### src/rtl/fifo_uart_tx.sv
// fifo_uart_tx: drain stage for the 8-bit byte FIFO. Pops one byte when the FIFO
// is non-empty and enable is high, then sends it as a UART frame on tx:
// start bit, D0..D7 (LSB first), optional even parity, 1 or 2 stop bits.
//
// Parameters
//   CLKS_PER_BIT  clk cycles per UART bit (>= 2)
//   PARITY_EN     1 = append even-parity bit after D7
//   STOP_BITS     1 or 2
// Ports
//   clk         rising-edge system clock
//   rst         synchronous active-high reset (truncates any frame in flight)
//   enable      1 = fetch new bytes; 0 = finish current frame, then idle
//   fifo_empty  FIFO empty flag
//   fifo_data   FIFO read data, valid the cycle after fifo_rd
//   fifo_rd     FIFO pop strobe (high only in FETCH)
//   tx          registered serial line, idles high
//   busy        high whenever the FSM is not idle
//   frame_done  one-cycle pulse on the last clk of the final stop bit
module fifo_uart_tx #(
  parameter int unsigned CLKS_PER_BIT = 16,
  parameter int unsigned PARITY_EN    = 0,
  parameter int unsigned STOP_BITS    = 1
) (
  input  logic       clk,
  input  logic       rst,
  input  logic       enable,
  input  logic       fifo_empty,
  input  logic [7:0] fifo_data,
  output logic       fifo_rd,
  output logic       tx,
  output logic       busy,
  output logic       frame_done
);

  localparam int unsigned       CW        = $clog2(CLKS_PER_BIT);
  localparam logic [CW-1:0]     CLK_LAST  = CW'(CLKS_PER_BIT - 1);
  localparam logic              STOP_LAST = 1'(STOP_BITS - 1);

  typedef enum logic [2:0] {
    S_IDLE   = 3'd0,
    S_FETCH  = 3'd1,
    S_LOAD   = 3'd2,
    S_START  = 3'd3,
    S_DATA   = 3'd4,
    S_PARITY = 3'd5,
    S_STOP   = 3'd6
  } state_e;

  state_e        state_q, state_d;
  logic [CW-1:0] clk_cnt_q, clk_cnt_d;
  logic [2:0]    bit_cnt_q, bit_cnt_d;
  logic          stop_cnt_q, stop_cnt_d;
  logic [7:0]    shreg_q, shreg_d;
  logic          par_q, par_d;
  logic          tx_q, tx_d;
  logic          bit_end;

  assign bit_end = (clk_cnt_q == CLK_LAST);

  always_ff @(posedge clk) begin
    if (rst) begin
      state_q    <= S_IDLE;
      clk_cnt_q  <= '0;
      bit_cnt_q  <= '0;
      stop_cnt_q <= '0;
      shreg_q    <= '0;
      par_q      <= 1'b0;
      tx_q       <= 1'b1;
    end else begin
      state_q    <= state_d;
      clk_cnt_q  <= clk_cnt_d;
      bit_cnt_q  <= bit_cnt_d;
      stop_cnt_q <= stop_cnt_d;
      shreg_q    <= shreg_d;
      par_q      <= par_d;
      tx_q       <= tx_d;
    end
  end

  always_comb begin
    state_d    = state_q;
    clk_cnt_d  = clk_cnt_q;
    bit_cnt_d  = bit_cnt_q;
    stop_cnt_d = stop_cnt_q;
    shreg_d    = shreg_q;
    par_d      = par_q;
    frame_done = 1'b0;

    case (state_q)
      S_IDLE: begin
        clk_cnt_d  = '0;
        bit_cnt_d  = '0;
        stop_cnt_d = '0;
        if (enable && !fifo_empty) state_d = S_FETCH;
      end
      S_FETCH: state_d = S_LOAD;
      S_LOAD: begin
        shreg_d   = fifo_data;
        par_d     = ^fifo_data;
        clk_cnt_d = '0;
        bit_cnt_d = '0;
        state_d   = S_START;
      end
      S_START: begin
        if (bit_end) begin
          clk_cnt_d = '0;
          state_d   = S_DATA;
        end else begin
          clk_cnt_d = clk_cnt_q + 1'b1;
        end
      end
      S_DATA: begin
        if (bit_end) begin
          clk_cnt_d = '0;
          shreg_d   = shreg_q >> 1;
          if (bit_cnt_q == 3'd7) begin
            bit_cnt_d  = '0;
            stop_cnt_d = '0;
            state_d    = (PARITY_EN != 0) ? S_PARITY : S_STOP;
          end else begin
            bit_cnt_d = bit_cnt_q + 3'd1;
          end
        end else begin
          clk_cnt_d = clk_cnt_q + 1'b1;
        end
      end
      S_PARITY: begin
        if (bit_end) begin
          clk_cnt_d  = '0;
          stop_cnt_d = '0;
          state_d    = S_STOP;
        end else begin
          clk_cnt_d = clk_cnt_q + 1'b1;
        end
      end
      S_STOP: begin
        if (bit_end) begin
          clk_cnt_d = '0;
          if (stop_cnt_q == STOP_LAST) begin
            frame_done = 1'b1;
            stop_cnt_d = '0;
            // Back-to-back frames go straight to FETCH without an IDLE cycle.
            state_d    = (enable && !fifo_empty) ? S_FETCH : S_IDLE;
          end else begin
            stop_cnt_d = 1'b1;
          end
        end else begin
          clk_cnt_d = clk_cnt_q + 1'b1;
        end
      end
      default: begin
        state_d    = S_IDLE;
        clk_cnt_d  = '0;
        bit_cnt_d  = '0;
        stop_cnt_d = '0;
      end
    endcase

    // tx is registered from the next state so the line changes on the same
    // edge the FSM enters a new bit, with no combinational path to the pin.
    case (state_d)
      S_START:  tx_d = 1'b0;
      S_DATA:   tx_d = shreg_d[0];
      S_PARITY: tx_d = par_d;
      default:  tx_d = 1'b1;
    endcase
  end

  assign tx      = tx_q;
  assign fifo_rd = (state_q == S_FETCH);
  assign busy    = (state_q != S_IDLE);

endmodule

### config.mk
export PLATFORM = sky130hd
export DESIGN_NAME = fifo_uart_tx
export DESIGN_NICKNAME = d
export VERILOG_FILES = /design/src/rtl/fifo_uart_tx.sv
export SDC_FILE = /design/constraint.sdc
export NUM_CORES = 1
export LEC_CHECK = 0
export BUFFER_PORTS_ARGS = -buffer_cell sky130_fd_sc_hd__buf_4
export CAP_MARGIN = 20
export CORE_ASPECT_RATIO = 0.9
export CORE_MARGIN = 5
export CORE_UTILIZATION = 56
export CTS_CLUSTER_SIZE = 28
export DETAILED_ROUTE_END_ITERATION = 8
export HOLD_SLACK_MARGIN = 0.03
export PLACE_DENSITY_LB_ADDON = 0.15
export SLEW_MARGIN = 30
export SYNTH_ARGS = -nofsm -noshare
export SYNTH_HDL_FRONTEND = slang
export SYNTH_SLANG_ARGS = --single-unit
### constraint.sdc
create_clock -name clk -period 2 [get_ports clk]
set_input_delay 0.2 -clock clk [delete_from_list [all_inputs] [get_ports clk]]
set_output_delay 0.2 -clock clk [all_outputs]
set_load 0.02 [all_outputs]
[Yosys cells after proc, flatten, opt, wreduce, memory -nomap -nowiden]
Cells that the tools add are included.
Cells by class
  add/subtract/negate cells: 2
  equal/unequal tests: 15
  muxes and demuxes: 27
  bitwise operators: 2
  reductions and logical operators: 12
Operators with widths (count)
  $mux 3: 9
  $pmux 3 s7: 1
  $eq 3x3->1 const B: 6
  $pmux 8 s2: 1
  $mux 1: 10
  $eq 3x2->1 const B: 3
  $mux 8: 1
  $ne 2x2->1 const B: 4
  $pmux 4 s2: 1
  $reduce_or 4->1: 2
  $reduce_xor 8->1: 1
  $pmux 3 s2: 1
  $reduce_and 5->1: 1
  $add 4x1->4 const B: 1
  $eq 4x4->1 const B: 1
  $mux 4: 1
  $pmux 1 s4: 1
  $reduce_and 2->1: 2
  $add 3x1->3 const B: 1
  $eq 3x1->1 const B: 1
  $logic_not 3->1: 1
  $pmux 1 s3: 1
  $reduce_bool 3->1: 1
  $reduce_or 3->1: 1
  other kinds (4): 5
Storage, ports and cells
  flip-flop bits (word level): 21
  input port bits: 12
  output and inout port bits: 4
  logic and storage cells: 66

[Longest topological paths before layout]
  depth in word-level cells: 8
  depth in mapped cells: 6

[Worst setup path after synthesis]
Ideal clock, no wire load.
  path kind: flip-flop to output port
  from: register clk_cnt_q[0]
  to: output port frame_done
  arrival time: 1.547 ns
  path slack: 0.253 ns
  cell stages (with the launch flop): 6
  cell sequence: dfxtp_1 -> ha_1 -> and3_1 -> buf_2 -> nand2_1 -> nor3b_1
Between the ends
  word-level cells in the longest chain between the ends: 3
RTL lines
  start: declaration: RTL line 50  | logic [CW-1:0] clk_cnt_q, clk_cnt_d;
  start signal: assignment: RTL line 71  | clk_cnt_q <= clk_cnt_d;
  $eq 4x4->1: RTL line 58  | assign bit_end = (clk_cnt_q == CLK_LAST);
  $mux 1: RTL line 137  | if (bit_end) begin
  $mux 1: RTL line 89  | case (state_q)
  end: declaration: RTL line 32  | output logic frame_done
No other way between the ends.

[Worst setup path after layout]
  from: register clk_cnt_q[1]
  to: output port frame_done
The elaborated chain is that of the path after synthesis.

==> out/summary.md <==
Library cell with the largest summed area after synthesis: sky130_fd_sc_hd__dfxtp_1. For this run, the leading register cell type out of synthesis is sky130_fd_sc_hd__dfxtp_1. Total number of vias: 1129. The number of enable flip-flop cells after synthesis was 0. The part of the cycle the worst path needs is 91.7%, and the signed area change from the synthesized netlist to the final layout is 15.2%. For the number of distinct library cell variants in the gate-level netlist after synthesis, the log shows 42. Entering global routing, the biggest net connects 21 pins. Power spread over the standard cell area amounts to 655 nW/um2. Sequential cells were found to cover 34.1% of the synthesized design area.

The total overflow left after global routing is 0. The tools report the number of I/O pins as 16. The logs give 0.259 mW for the switching power and 27.1% for the relative contribution of the clock network to total power.

In the final routed layout, each cell accounts on average for 15.4 um. The class of the worst hold path is in2reg. Once detail routing completed, the nets flagged for antenna violations numbered 0. The cell area that synthesis handed to floorplanning was 1170 um2.

The vias per cell was 6.24; the total chip power was 0.886 mW. For the worst-skew pair, the clock arrives at the later sink with an insertion delay of 0.31 ns. The die boundary width came out at 58.3 um.

The fraction of power spent switching nets works out to 29.3%. The hold violation total from the final report was 0. The static leakage is 0.496 nW.

The synthesized-area fraction occupied by and/or/nand/nor cells came out at 23.9%. The tools report the CTS H-tree depth as 1. The signal arrival time at the worst endpoint was 1.63 ns; the required time of the worst setup path was 1.80 ns.

After Yosys synthesis, full adders, half adders and majority gates account for 3.20% of the synthesized area. The startpoint of the worst hold path is fifo_data[7]. Number of iterations in the first detailed-routing pass: 4. The clock passes through at most 2 buffers. The internal power of the cells totals 0.627 mW. The xor/xnor cell area share of the yosys netlist is 5.97%, and the effective utilization at floorplan is 60.1%. For the pin with the worst max-slew slack, the measured transition is 0.464 ns. Worst flop-to-flop path endpoint: tx. The leading cell type in the layout, fill and taps excluded is sky130_fd_sc_hd__buf_4. The total of buffers placed on input and output ports is 15. In this run the register-to-register setup slack is 0.32 ns.

Averaged over all synthesized cells, the footprint is 8.32 um2. The worst hold path terminates at shreg_q[7]. CTS saw 20 sinks. The tool flagged a number of max-cap violations equal to 0. Global routing used 23.5% of the available met1 tracks. The tools report the portion of total power attributed to combinational logic as 22.7%. The final period demand of the worst path was 1.83 ns. The detailed router finished its first iteration with 28 violations.

In the routed design, unresolved DRC markers number 0. The number of nets in the synthesized netlist was 156; the share of the synthesized area in compound gates (AO/OA/AOI/OAI) was 26.7%. The number of global-route vias before repair was 1042.

For met3 alone, demand over resource in global routing was 4.88%. After synthesis, the largest family of logic cells by area is compound AO/OA/AOI/OAI gates. Buffers inserted during clock tree synthesis total 3.

Summed over its instances, the top area cell type makes up 34.1% of the synthesized netlist area. The vertical die dimension was 53.4 um. The portion of synthesized area spent on multiplexers is 0.853%. The worst setup path is of the reg2out kind.

The area of the placeable core came out at 1950 um2. STA classifies the critical path endpoint as an output port. Share of final-layout standard cells stronger than drive strength 1: 19.9%. The initial antenna violation count came out at 0. Counting instances, the worst hold path has a depth of 3. The run gives 35.7% as the met2 capacity usage during global routing. Counting flops with an async set or reset pin after synthesis yields a share of 0%. The headroom to the max-slew limit was 69.1%; the final max-slew violation count was 0. Hold timing on the final database bottoms out at a slack of 0.152 ns. The number of placed instances, taps included, is 176. In this run the most used layer during global routing was met2. The congestion estimate from routability-driven global placement came to 0.768. The library cells used most frequently in the layout, excluding fill and tap cells, are 21 x sky130_fd_sc_hd__buf_4, 19 x sky130_fd_sc_hd__dfxtp_1, 14 x sky130_fd_sc_hd__a21oi_1. The final layout contains 172 nets. CTS placed an instance of sky130_fd_sc_hd__clkbuf_4 at the clock tree root.

Setup repair after global routing left no endpoint under its margin. The area enclosed by the die boundary was 3110 um2. The logs give 0.0119 ns for the clock skew and 545 MHz for the achievable frequency. The flow ran to the end, and the final reports show no timing, DRC or antenna violations. Clock-pin slew was measured on the worst setup and hold paths at 0.12 ns. The worst reg-to-reg path cell count is 4.

The peak ir drop on the vdd network came out at 0.000648 V. Sequential cells account for 50.1% of the total power. The initialized floorplan defines 15 standard-cell rows. The total routing usage reported by global routing was 19.9%. The startpoint identified for the worst register-to-register timing path is state_q[1]. In this run the worst path has a maximum fanout of 5.

After detailed routing, the total wire length is 2790 um. The tools report the gate count after technology mapping as 141. The first global-routing pass estimated 4690 um of wire.

For the synthesis warning total, the log shows 0. STA classifies the critical path startpoint as a flop. The synthesized flop and latch total is 20, and the utilization of the core after routing is 69.3%. The finished layout holds 181 standard cells, fillers aside. After legalization and detailed placement, the total HPWL measured 1960 um. TritonCTS built the clock tree. In the post-synthesis netlist, the biggest area contributors are sky130_fd_sc_hd__dfxtp_1 34%, sky130_fd_sc_hd__a21oi_1 6.0%, sky130_fd_sc_hd__xnor2_1 5.2%. Setup total negative slack on the finished layout was measured at 0 ns. The run gives 0 as the antenna diode count.

Final count of negative-setup-slack endpoints: 0.
state kept, by name, summed over array words and instances, names as in the netlist:
signal,count
bit_cnt_q,3
clk_cnt_q,4
par_q,1
shreg_q,8
state_q,3
tx,1
final cells by class:
class | count | area (um2)
clock buffer | 4 | 36.3
sequential | 20 | 402
fill | 179 | 599
tap | 25 | 31.3
multi-input combinational | 109 | 718
inverter | 2 | 7.51
timing repair buffer | 21 | 158
worst max-delay path, cell delays in order (launching register included):
cell and delay (ns):
sky130_fd_sc_hd__dfxtp_1 0.41, sky130_fd_sc_hd__ha_2 0.25, sky130_fd_sc_hd__and3_4 0.22, sky130_fd_sc_hd__nand2_1 0.07, sky130_fd_sc_hd__nor3b_1 0.20, sky130_fd_sc_hd__buf_4 0.18
power by group through the flow:
stage	clock, mW	combinational [mW]	sequential, mW
2_1_floorplan	0	0.147	0.440
3_3_place_gp	0	0.196	0.449
3_5_place_dp	0	0.200	0.452
4_1_cts	0.245	0.200	0.442
5_1_grt	0.264	0.222	0.446
6_report	0.241	0.202	0.444
metal layers:
layer / vias to the layer above / part of all wire (%)
met1: 542 / 43
met4: 0 / 1.7
met2: 29 / 50
li1: 552 / -
met5: - / 0
met3: 6 / 5.3
metrics by stage:
stage,instance area [um2],setup WS [ns]
floorplan,1170,0.253
global placement,1300,0.302
detailed placement,1300,0.235
CTS,1340,0.0492
global route,1350,0.0489
finish,1350,0.166
cells by family (layout without fill, tap and decap cells):
group	after synthesis	after routing
AO/OA/AOI/OAI	47	47
XOR/XNOR	8	8
adder cells (fa/ha/maj)	3	3
buffers and inverters	12	27
flip-flops	20	20
multiplexers	1	1
AND/OR/NAND/NOR	50	50
synth_stat cells (3+ instances only):
library cell / instances
sky130_fd_sc_hd__a21o_1: 5
sky130_fd_sc_hd__xnor2_1: 7
sky130_fd_sc_hd__ha_1: 3
sky130_fd_sc_hd__nor2b_1: 3
sky130_fd_sc_hd__a21oi_1: 14
sky130_fd_sc_hd__clkbuf_1: 3
sky130_fd_sc_hd__a22oi_1: 7
sky130_fd_sc_hd__nand2_1: 10
sky130_fd_sc_hd__o21ai_1: 3
sky130_fd_sc_hd__nor2_1: 12
sky130_fd_sc_hd__nand3b_1: 4
sky130_fd_sc_hd__dfxtp_1: 20
sky130_fd_sc_hd__a211oi_1: 3
sky130_fd_sc_hd__buf_2: 5
sky130_fd_sc_hd__nand2b_1: 3
sky130_fd_sc_hd__nand3_1: 5
worst max-delay path by stage:
| stage | to | from |
|---|---|---|
| 2_1_floorplan | frame_done | clk_cnt_q[0] |
| 6_report | frame_done | clk_cnt_q[1] |
| 3_3_place_gp | tx | clk_cnt_q[0] |
| 3_5_place_dp | tx | clk_cnt_q[0] |
| 4_1_cts | frame_done | clk_cnt_q[0] |
| 5_1_grt | frame_done | clk_cnt_q[1] |
repair_timing:
item,4_1_cts,5_1_grt
gates resized for setup,2,2
buffers inserted,0,1
hold buffers,0,0
endpoints found under the setup margin,1,1
pin swaps,0,0
(Power assumes the default switching activity.)
